<file path="config.mk">
export PLATFORM = sky130hd
export DESIGN_NAME = demux_1ton_stream_flat
export DESIGN_NICKNAME = d
export VERILOG_FILES = /design/src/rtl/demux_pkg.sv /design/src/rtl/demux_1ton_stream_if.sv /design/src/rtl/demux_out_slice.sv /design/src/rtl/demux_1ton_stream.sv /design/src/flat_wrapper.sv
export SDC_FILE = /design/constraint.sdc
export NUM_CORES = 1
export LEC_CHECK = 0
export ABC_AREA = 1
export CORE_MARGIN = 3
export CORE_UTILIZATION = 40
export DETAILED_ROUTE_END_ITERATION = 6
export GPL_ROUTABILITY_DRIVEN = 0
export PLACE_DENSITY = 0.84
export SYNTH_ARGS = -nofsm -noshare
export SYNTH_HDL_FRONTEND = slang
export SYNTH_SLANG_ARGS = --single-unit
</file>
<file path="constraint.sdc">
create_clock -name clk -period 2.2 [get_ports clk]
set_input_delay 0.33 -clock clk [delete_from_list [all_inputs] [get_ports clk]]
set_output_delay 0.33 -clock clk [all_outputs]
set_load 0.01 [all_outputs]
</file>
<file path="src/rtl/demux_pkg.sv">
// Shared types and defaults for the packet-aware 1:N stream demultiplexer.
package demux_pkg;

  typedef enum logic [1:0] {
    IDLE = 2'd0,
    FWD  = 2'd1,
    DROP = 2'd2
  } demux_state_e;

  localparam int DEMUX_N_DEFAULT  = 8;
  localparam int DEMUX_W_DEFAULT  = 8;
  localparam int DEMUX_CW_DEFAULT = 16;

endpackage

</file>
<file path="src/rtl/demux_1ton_stream_if.sv">
// Ingress stream plus the N-way egress bundle of the demultiplexer.
// master = stream producer / channel consumers, slave = the demux itself.
interface demux_1ton_stream_if
  import demux_pkg::*;
#(
  parameter int N  = DEMUX_N_DEFAULT,
  parameter int W  = DEMUX_W_DEFAULT,
  parameter int SW = $clog2(N)
);

  logic          s_valid;
  logic          s_ready;
  logic [W-1:0]  s_data;
  logic          s_last;
  logic [SW-1:0] s_sel;

  logic [N-1:0]  m_valid;
  logic [N-1:0]  m_ready;
  logic [W-1:0]  m_data;
  logic          m_last;

  modport master (
    output s_valid, s_data, s_last, s_sel, m_ready,
    input  s_ready, m_valid, m_data, m_last
  );

  modport slave (
    input  s_valid, s_data, s_last, s_sel, m_ready,
    output s_ready, m_valid, m_data, m_last
  );

endinterface

</file>
<file path="src/rtl/demux_out_slice.sv">
// Single registered output stage: holds one beat (data, channel, last) and
// its valid flag. A load in the same cycle as a drain simply overwrites.
module demux_out_slice #(
  parameter int W  = 8,
  parameter int SW = 3
) (
  input  logic          clk,
  input  logic          rst_n,
  input  logic          load,
  input  logic          drain,
  input  logic [W-1:0]  in_data,
  input  logic [SW-1:0] in_ch,
  input  logic          in_last,
  output logic          out_valid,
  output logic [W-1:0]  out_data,
  output logic [SW-1:0] out_ch,
  output logic          out_last
);

  // Capture a new beat on load, otherwise free the slot once drained.
  always_ff @(posedge clk or negedge rst_n) begin
    if (!rst_n) begin
      out_valid <= 1'b0;
      out_data  <= '0;
      out_ch    <= '0;
      out_last  <= 1'b0;
    end else if (load) begin
      out_valid <= 1'b1;
      out_data  <= in_data;
      out_ch    <= in_ch;
      out_last  <= in_last;
    end else if (drain) begin
      out_valid <= 1'b0;
    end
  end

endmodule

</file>
<file path="src/rtl/demux_1ton_stream.sv">
// Packet-aware 1:N stream demultiplexer. The channel select is latched on the
// first beat of each packet; packets with an out-of-range select are swallowed
// and counted.
//
//   state | meaning
//   IDLE  | between packets, next accepted beat is a packet head
//   FWD   | mid-packet, beats routed to lock_ch_q
//   DROP  | mid-packet of an illegal packet, beats discarded
module demux_1ton_stream
  import demux_pkg::*;
#(
  parameter int N  = DEMUX_N_DEFAULT,
  parameter int W  = DEMUX_W_DEFAULT,
  parameter int CW = DEMUX_CW_DEFAULT
) (
  input  logic                clk,
  input  logic                rst_n,
  demux_1ton_stream_if.slave  bus,
  output logic                busy,
  output logic [CW-1:0]       drop_cnt
);

  localparam int SW = $clog2(N);

  demux_state_e  state_q, state_d;
  logic [SW-1:0] lock_ch_q;
  logic [SW-1:0] load_ch;
  logic [SW-1:0] out_ch;
  logic [N-1:0]  ch_onehot;
  logic          out_valid;
  logic          sel_ok;
  logic          drain;
  logic          fwd_ready;
  logic          accept;
  logic          load;

  assign sel_ok      = 32'(bus.s_sel) < 32'(N);
  assign ch_onehot   = {{(N-1){1'b0}}, 1'b1} << out_ch;
  assign bus.m_valid = out_valid ? ch_onehot : '0;
  // Only the ready bit of the channel currently holding a beat can drain it.
  assign drain       = |(bus.m_valid & bus.m_ready);
  assign fwd_ready   = !out_valid || drain;
  assign accept      = bus.s_valid && bus.s_ready;
  assign busy        = (state_q != IDLE);

  // State register.
  always_ff @(posedge clk or negedge rst_n) begin
    if (!rst_n) state_q <= IDLE;
    else        state_q <= state_d;
  end

  // Next-state: packet heads leave IDLE unless single-beat; last beats return.
  always_comb begin
    state_d = state_q;
    case (state_q)
      IDLE:      if (accept && !bus.s_last) state_d = sel_ok ? FWD : DROP;
      FWD, DROP: if (accept && bus.s_last) state_d = IDLE;
      default:   state_d = IDLE;
    endcase
  end

  // Outputs: ingress ready and output-stage load per state.
  always_comb begin
    bus.s_ready = 1'b1;
    load        = 1'b0;
    load_ch     = lock_ch_q;
    case (state_q)
      IDLE: begin
        bus.s_ready = sel_ok ? fwd_ready : 1'b1;
        load        = bus.s_valid && sel_ok && fwd_ready;
        load_ch     = bus.s_sel;
      end
      FWD: begin
        bus.s_ready = fwd_ready;
        load        = bus.s_valid && fwd_ready;
      end
      default: ;
    endcase
  end

  // Lock the destination channel on a legal packet head.
  always_ff @(posedge clk or negedge rst_n) begin
    if (!rst_n)                               lock_ch_q <= '0;
    else if (state_q == IDLE && accept && sel_ok) lock_ch_q <= bus.s_sel;
  end

  // Count illegal packet heads, saturating at all-ones.
  always_ff @(posedge clk or negedge rst_n) begin
    if (!rst_n)
      drop_cnt <= '0;
    else if (state_q == IDLE && accept && !sel_ok && drop_cnt != '1)
      drop_cnt <= drop_cnt + CW'(1);
  end

  demux_out_slice #(
    .W  (W),
    .SW (SW)
  ) u_out_slice (
    .clk       (clk),
    .rst_n     (rst_n),
    .load      (load),
    .drain     (drain),
    .in_data   (bus.s_data),
    .in_ch     (load_ch),
    .in_last   (bus.s_last),
    .out_valid (out_valid),
    .out_data  (bus.m_data),
    .out_ch    (out_ch),
    .out_last  (bus.m_last)
  );

endmodule

</file>
<file path="src/flat_wrapper.sv">
// flat-port wrapper written by rule: the top's interface ports become plain ports
module demux_1ton_stream_flat import demux_pkg::*;
#(
  parameter int N  = DEMUX_N_DEFAULT,
  parameter int W  = DEMUX_W_DEFAULT,
  parameter int CW = DEMUX_CW_DEFAULT
)
  (clk, rst_n, busy, drop_cnt, bus_s_valid, bus_s_data, bus_s_last, bus_s_sel, bus_m_ready, bus_s_ready, bus_m_valid, bus_m_data, bus_m_last);
  demux_1ton_stream_if #(.N(N), .W(W)) bus_i ();
  input  logic clk;
  input  logic rst_n;
  output logic busy;
  output logic [CW-1:0] drop_cnt;
  input wire logic [$bits(bus_i.s_valid)-1:0] bus_s_valid;
  input wire logic [$bits(bus_i.s_data)-1:0] bus_s_data;
  input wire logic [$bits(bus_i.s_last)-1:0] bus_s_last;
  input wire logic [$bits(bus_i.s_sel)-1:0] bus_s_sel;
  input wire logic [$bits(bus_i.m_ready)-1:0] bus_m_ready;
  output wire logic [$bits(bus_i.s_ready)-1:0] bus_s_ready;
  output wire logic [$bits(bus_i.m_valid)-1:0] bus_m_valid;
  output wire logic [$bits(bus_i.m_data)-1:0] bus_m_data;
  output wire logic [$bits(bus_i.m_last)-1:0] bus_m_last;
  assign bus_i.s_valid = bus_s_valid;
  assign bus_i.s_data = bus_s_data;
  assign bus_i.s_last = bus_s_last;
  assign bus_i.s_sel = bus_s_sel;
  assign bus_i.m_ready = bus_m_ready;
  assign bus_s_ready = bus_i.s_ready;
  assign bus_m_valid = bus_i.m_valid;
  assign bus_m_data = bus_i.m_data;
  assign bus_m_last = bus_i.m_last;
  demux_1ton_stream #(.N(N), .W(W), .CW(CW)) u_core (.clk(clk), .rst_n(rst_n), .bus(bus_i), .busy(busy), .drop_cnt(drop_cnt));
endmodule
</file>
==> impl.org <==
** Finish
- Area grow syn2layout :: 42.4%
- Non-filler instance count after layout :: between 200 and 250
- After the last flow step, the layout net total stands at just under 200.
- The repair_antennas step left the layout with diodes totalling 0.
- Utilization of the core after routing :: between 60% and 70%
- Of the cells placed in the final design, the portion with a size suffix greater than 1 is 7.51%.
- Post-route cell area :: around 0.0014 mm2
- After filler insertion, the fill cell instance count of the layout stands at ~210.

** Die
- Row count :: 17
- Once the floorplan was initialized, standard cells occupied 43.4% of the core.
- The floorplan step defined a die boundary enclosing roughly 0.0031 mm2.
- In this run the horizontal extent of the chip is between 50 and 60 um.
- The die is approximately 56 um tall.
- The total area inside the core boundary comes to 0.00228 mm2.
- I/O pin total :: 58

** Clock tree
- CTS H-tree depth :: 1
- Insertion delay to the later sink of the worst-skew pair :: about 0.30 ns
- Clock Pin Slew Worst Setup and Hold Paths :: 0.10 ns
- For this design, the CTS-stage hold fixing added 0 buffers.
- Clock tree synthesis selected as its root buffer the cell sky130_fd_sc_hd__clkbuf_4.
- Max clock buf depth :: 2
- Number of buffers added by the clock tree synthesis step :: 3
- TritonCTS built the clock tree.
- Clock sinks :: 17

** Logic synthesis
- Averaged over all synthesized cells, the footprint is approximately 7.7 um2.
- The synthesized design spends more area on one cell type than any other, namely sky130_fd_sc_hd__dfrtp_1.
- Netlist cell types :: 17
- Sequential area share after synthesis :: 43.0%
- In the post-synthesis netlist, the biggest area contributors are sky130_fd_sc_hd__dfrtp_1 (43%), sky130_fd_sc_hd__nand2_1 (14%), sky130_fd_sc_hd__buf_4 (13%), sky130_fd_sc_hd__nand3_1 (8.1%), sky130_fd_sc_hd__inv_1 (4.6%).
- Yosys printed 0 warnings.
- Yosys reg bits :: 17
- After synthesis the cells add up to 988 um2.
- Post-synthesis instance total :: around 130
- The top cell type by area accounts for 43.0% of the synthesized area.

** Route
- Remaining design rule violation count :: 0
- Wires add up to approximately 2400 um.
- In the routed layout, each cell is associated on average with a via count of between 4 and 5.
- The highest metal layer carrying signal wires in the routed design is met4.
- Met3 routed WL :: ~220 um
- Vias :: 922
- The first TritonRoute pass finished after 4 iterations.
- Met2 wire length :: ~1200 um
- DRT iter0 DRCs :: 16
- Post-route met1 wirelength :: slightly above 900 um
- Number of nets with antenna violations after detailed routing :: 0
- WL/cell :: 11.8 um

** STA
- The count of endpoints failing hold in the final timing report came to 0.
- Post-route worst setup slack :: about 0.22 ns
- Headroom to the max-slew limit came out at between 50% and 60%.
- At the pin with the least slew margin, the transition time is 0.746 ns.
- The worst path uses between 90 and 100% of the clock period.
- On the final layout, the worst hold slack is about 0.46 ns.
- Achievable clock frequency :: 504 MHz
- The clock arrives with slightly below 0.007 ns of skew.
- Final count of negative-setup-slack endpoints :: 0
- The worst path needs slightly below 2 ns of the cycle, external delays included.
- Summed over all failing endpoints, the final setup total negative slack is 0 ns.
- Max Transition Viols Final :: 0
- RSZ-0062 raised after global routing :: false

** GRT
- Total gr overflow :: 0
- The number of global-route vias before repair was 947.
- The first global-routing pass estimated between 3000 and 4000 um of wire.
- Largest net degree at the start of global routing :: 18
- The number of antenna violations at the first check in global routing is 0.
- GRT Resource Usage Total :: about 15%

** Setup path
- Among cell families on the critical path, the largest total delay comes from buffers and inverters.
- Buffer and inverter count on the worst path :: 2
- Setup crit start kind :: flop
- Library cell contributing the largest single delay on the critical path :: sky130_fd_sc_hd__clkdlybuf4s50_1
- Largest stage delay, worst path :: between 0.5 and 0.6 ns
- Start of the worst register-to-register path :: u_core.u_out_slice.out_ch[1]
- In this run the worst path has a maximum fanout of 6.
- FF-to-FF End :: u_core.u_out_slice.out_ch[2]
- The worst setup path is captured at an output port.
- The worst register-to-register path has a setup slack of roughly 0.56 ns.
- Number of cells on the worst reg-to-reg path :: 11
- STA puts the critical path data required time at ~1.9 ns.
- By instance count, the cell type seen most on the critical path is sky130_fd_sc_hd__nor2_1.
- Ordered cell list for the critical path :: nor2_1 -> inv_1 -> nor2_1 -> clkdlybuf4s50_1
- The critical path is of the reg -> out type.
- Data arrives at the worst endpoint at ~1.7 ns.

** Run status
- Outcome :: finished clean

** Power and ir drop
- Total power divided by cell area :: roughly 1200 mW/mm2
- Across the VDD grid, the largest voltage drop is ~0.83 mV.
- The design draws roughly 1.7 mW.
- The analysis attributes to cell leakage a power of between 0.7 and 0.8 nW.

** Job
- Maximum Capacitance Violations :: 0

** Placed design
- Pre-CTS WS :: about 0.13 ns
- Number of buffer cells added on primary ports :: between 40 and 50
- Once placement completed, the tool counted placed cells totaling about 200.
- After detailed placement, the total cell area comes to between 0.001 and 0.0015 mm2.
- Once detailed placement completed, the half-perimeter wirelength came to around 1900 um.

** Min path
- HP Class :: in -> async
## flip-flops by register name (all words and copies together) (netlist names)
signal / count
u_core.u_out_slice.out_data: 8
u_core.lock_ch_q: 3
u_core.u_out_slice.out_ch: 3
u_core.state_q: 1
u_core.u_out_slice.out_last: 1
u_core.u_out_slice.out_valid: 1
## layout by cell type, fill, tap and decap left out, types with 4 or more instances in the layout
cell / synthesis / layout
sky130_fd_sc_hd__clkdlybuf4s50_1: 0 / 40
sky130_fd_sc_hd__nand2_1: 37 / 37
sky130_fd_sc_hd__dfrtp_1: 17 / 17
sky130_fd_sc_hd__nand3_1: 16 / 16
sky130_fd_sc_hd__conb_1: 1 / 16
sky130_fd_sc_hd__inv_1: 12 / 12
sky130_fd_sc_hd__nor2_1: 12 / 11
sky130_fd_sc_hd__o21ai_0: 4 / 4
## how the worst max path moves through the flow
stage | endpoint | slack [ns] | cells past startpoint | start
2_1_floorplan | bus_s_ready | 0.72 | 8 | u_core.u_out_slice.out_ch[1]
3_3_place_gp | bus_s_ready | 0.16 | 6 | bus_m_ready[1]
3_5_place_dp | bus_s_ready | 0.13 | 6 | bus_m_ready[1]
4_1_cts | bus_s_ready | 0.04 | 6 | u_core.u_out_slice.out_ch[2]
5_1_grt | bus_m_valid[0] | 0.10 | 4 | u_core.u_out_slice.out_ch[0]
6_report | bus_m_valid[0] | 0.22 | 4 | u_core.u_out_slice.out_ch[0]
## cells in the mapped netlist
| cell | number |
|---|---|
| sky130_fd_sc_hd__buf_4 | 17 |
| sky130_fd_sc_hd__mux2i_1 | 3 |
| sky130_fd_sc_hd__o21ai_0 | 4 |
| sky130_fd_sc_hd__nand2_4 | 1 |
| sky130_fd_sc_hd__clkbuf_1 | 1 |
| sky130_fd_sc_hd__nand4_1 | 3 |
| sky130_fd_sc_hd__nor2_1 | 12 |
| sky130_fd_sc_hd__nand2_2 | 1 |
| sky130_fd_sc_hd__buf_6 | 1 |
| sky130_fd_sc_hd__conb_1 | 1 |
| sky130_fd_sc_hd__nor3_1 | 1 |
| sky130_fd_sc_hd__nand3_2 | 1 |
| sky130_fd_sc_hd__nand3_1 | 16 |
| sky130_fd_sc_hd__nor2_2 | 1 |
| sky130_fd_sc_hd__nand2_1 | 37 |
| sky130_fd_sc_hd__dfrtp_1 | 17 |
| sky130_fd_sc_hd__inv_1 | 12 |
## cells by family (layout without fill, tap and decap cells)
| kind of cell | Yosys count | after routing | synth area share (%) |
|---|---|---|---|
| buffers and inverters | 31 | 60 | 19.0 |
| DFF | 17 | 17 | 43.0 |
| muxes | 3 | 3 | 3.04 |
| and+or+nand+nor | 73 | 73 | 32.5 |
| other | 1 | 16 | 0.379 |
| AOI/OAI and AO/OA | 4 | 4 | 2.03 |
## final cells by class
class / count / area [um2] / share of cell area (%)
flip-flops and latches: 17 / 425 / 30.2
clock inverters: 1 / 5.00 / 0.356
repair buffers: 44 / 435 / 30.9
well taps: 28 / 35.0 / 2.49
multi-input cells: 96 / 439 / 31.2
inverters: 12 / 45.0 / 3.20
clock buffers: 3 / 22.5 / 1.60
## what timing repair did
action / CTS / global route
resized for setup: 0 / 3
endpoints found under the setup margin: 0 / 1
hold endpoints to repair: 0 / 0
buffers inserted: 0 / 1
## report_power, final
group          internal, mW  leakage (nW)  switching [mW]
sequential            0.460         0.209           0.120
combinational         0.447         0.504           0.497
clock                0.0677        0.0177           0.102
total                 0.975         0.731           0.719
## per-layer routing
metal / vias up / global-route usage, %
li1: 459 / -
met5: - / 0
met1: 410 / 16.0
met4: 0 / 5.56
met3: 3 / 3.71
met2: 50 / 28.7
Power figures use the tool's default switching activity.
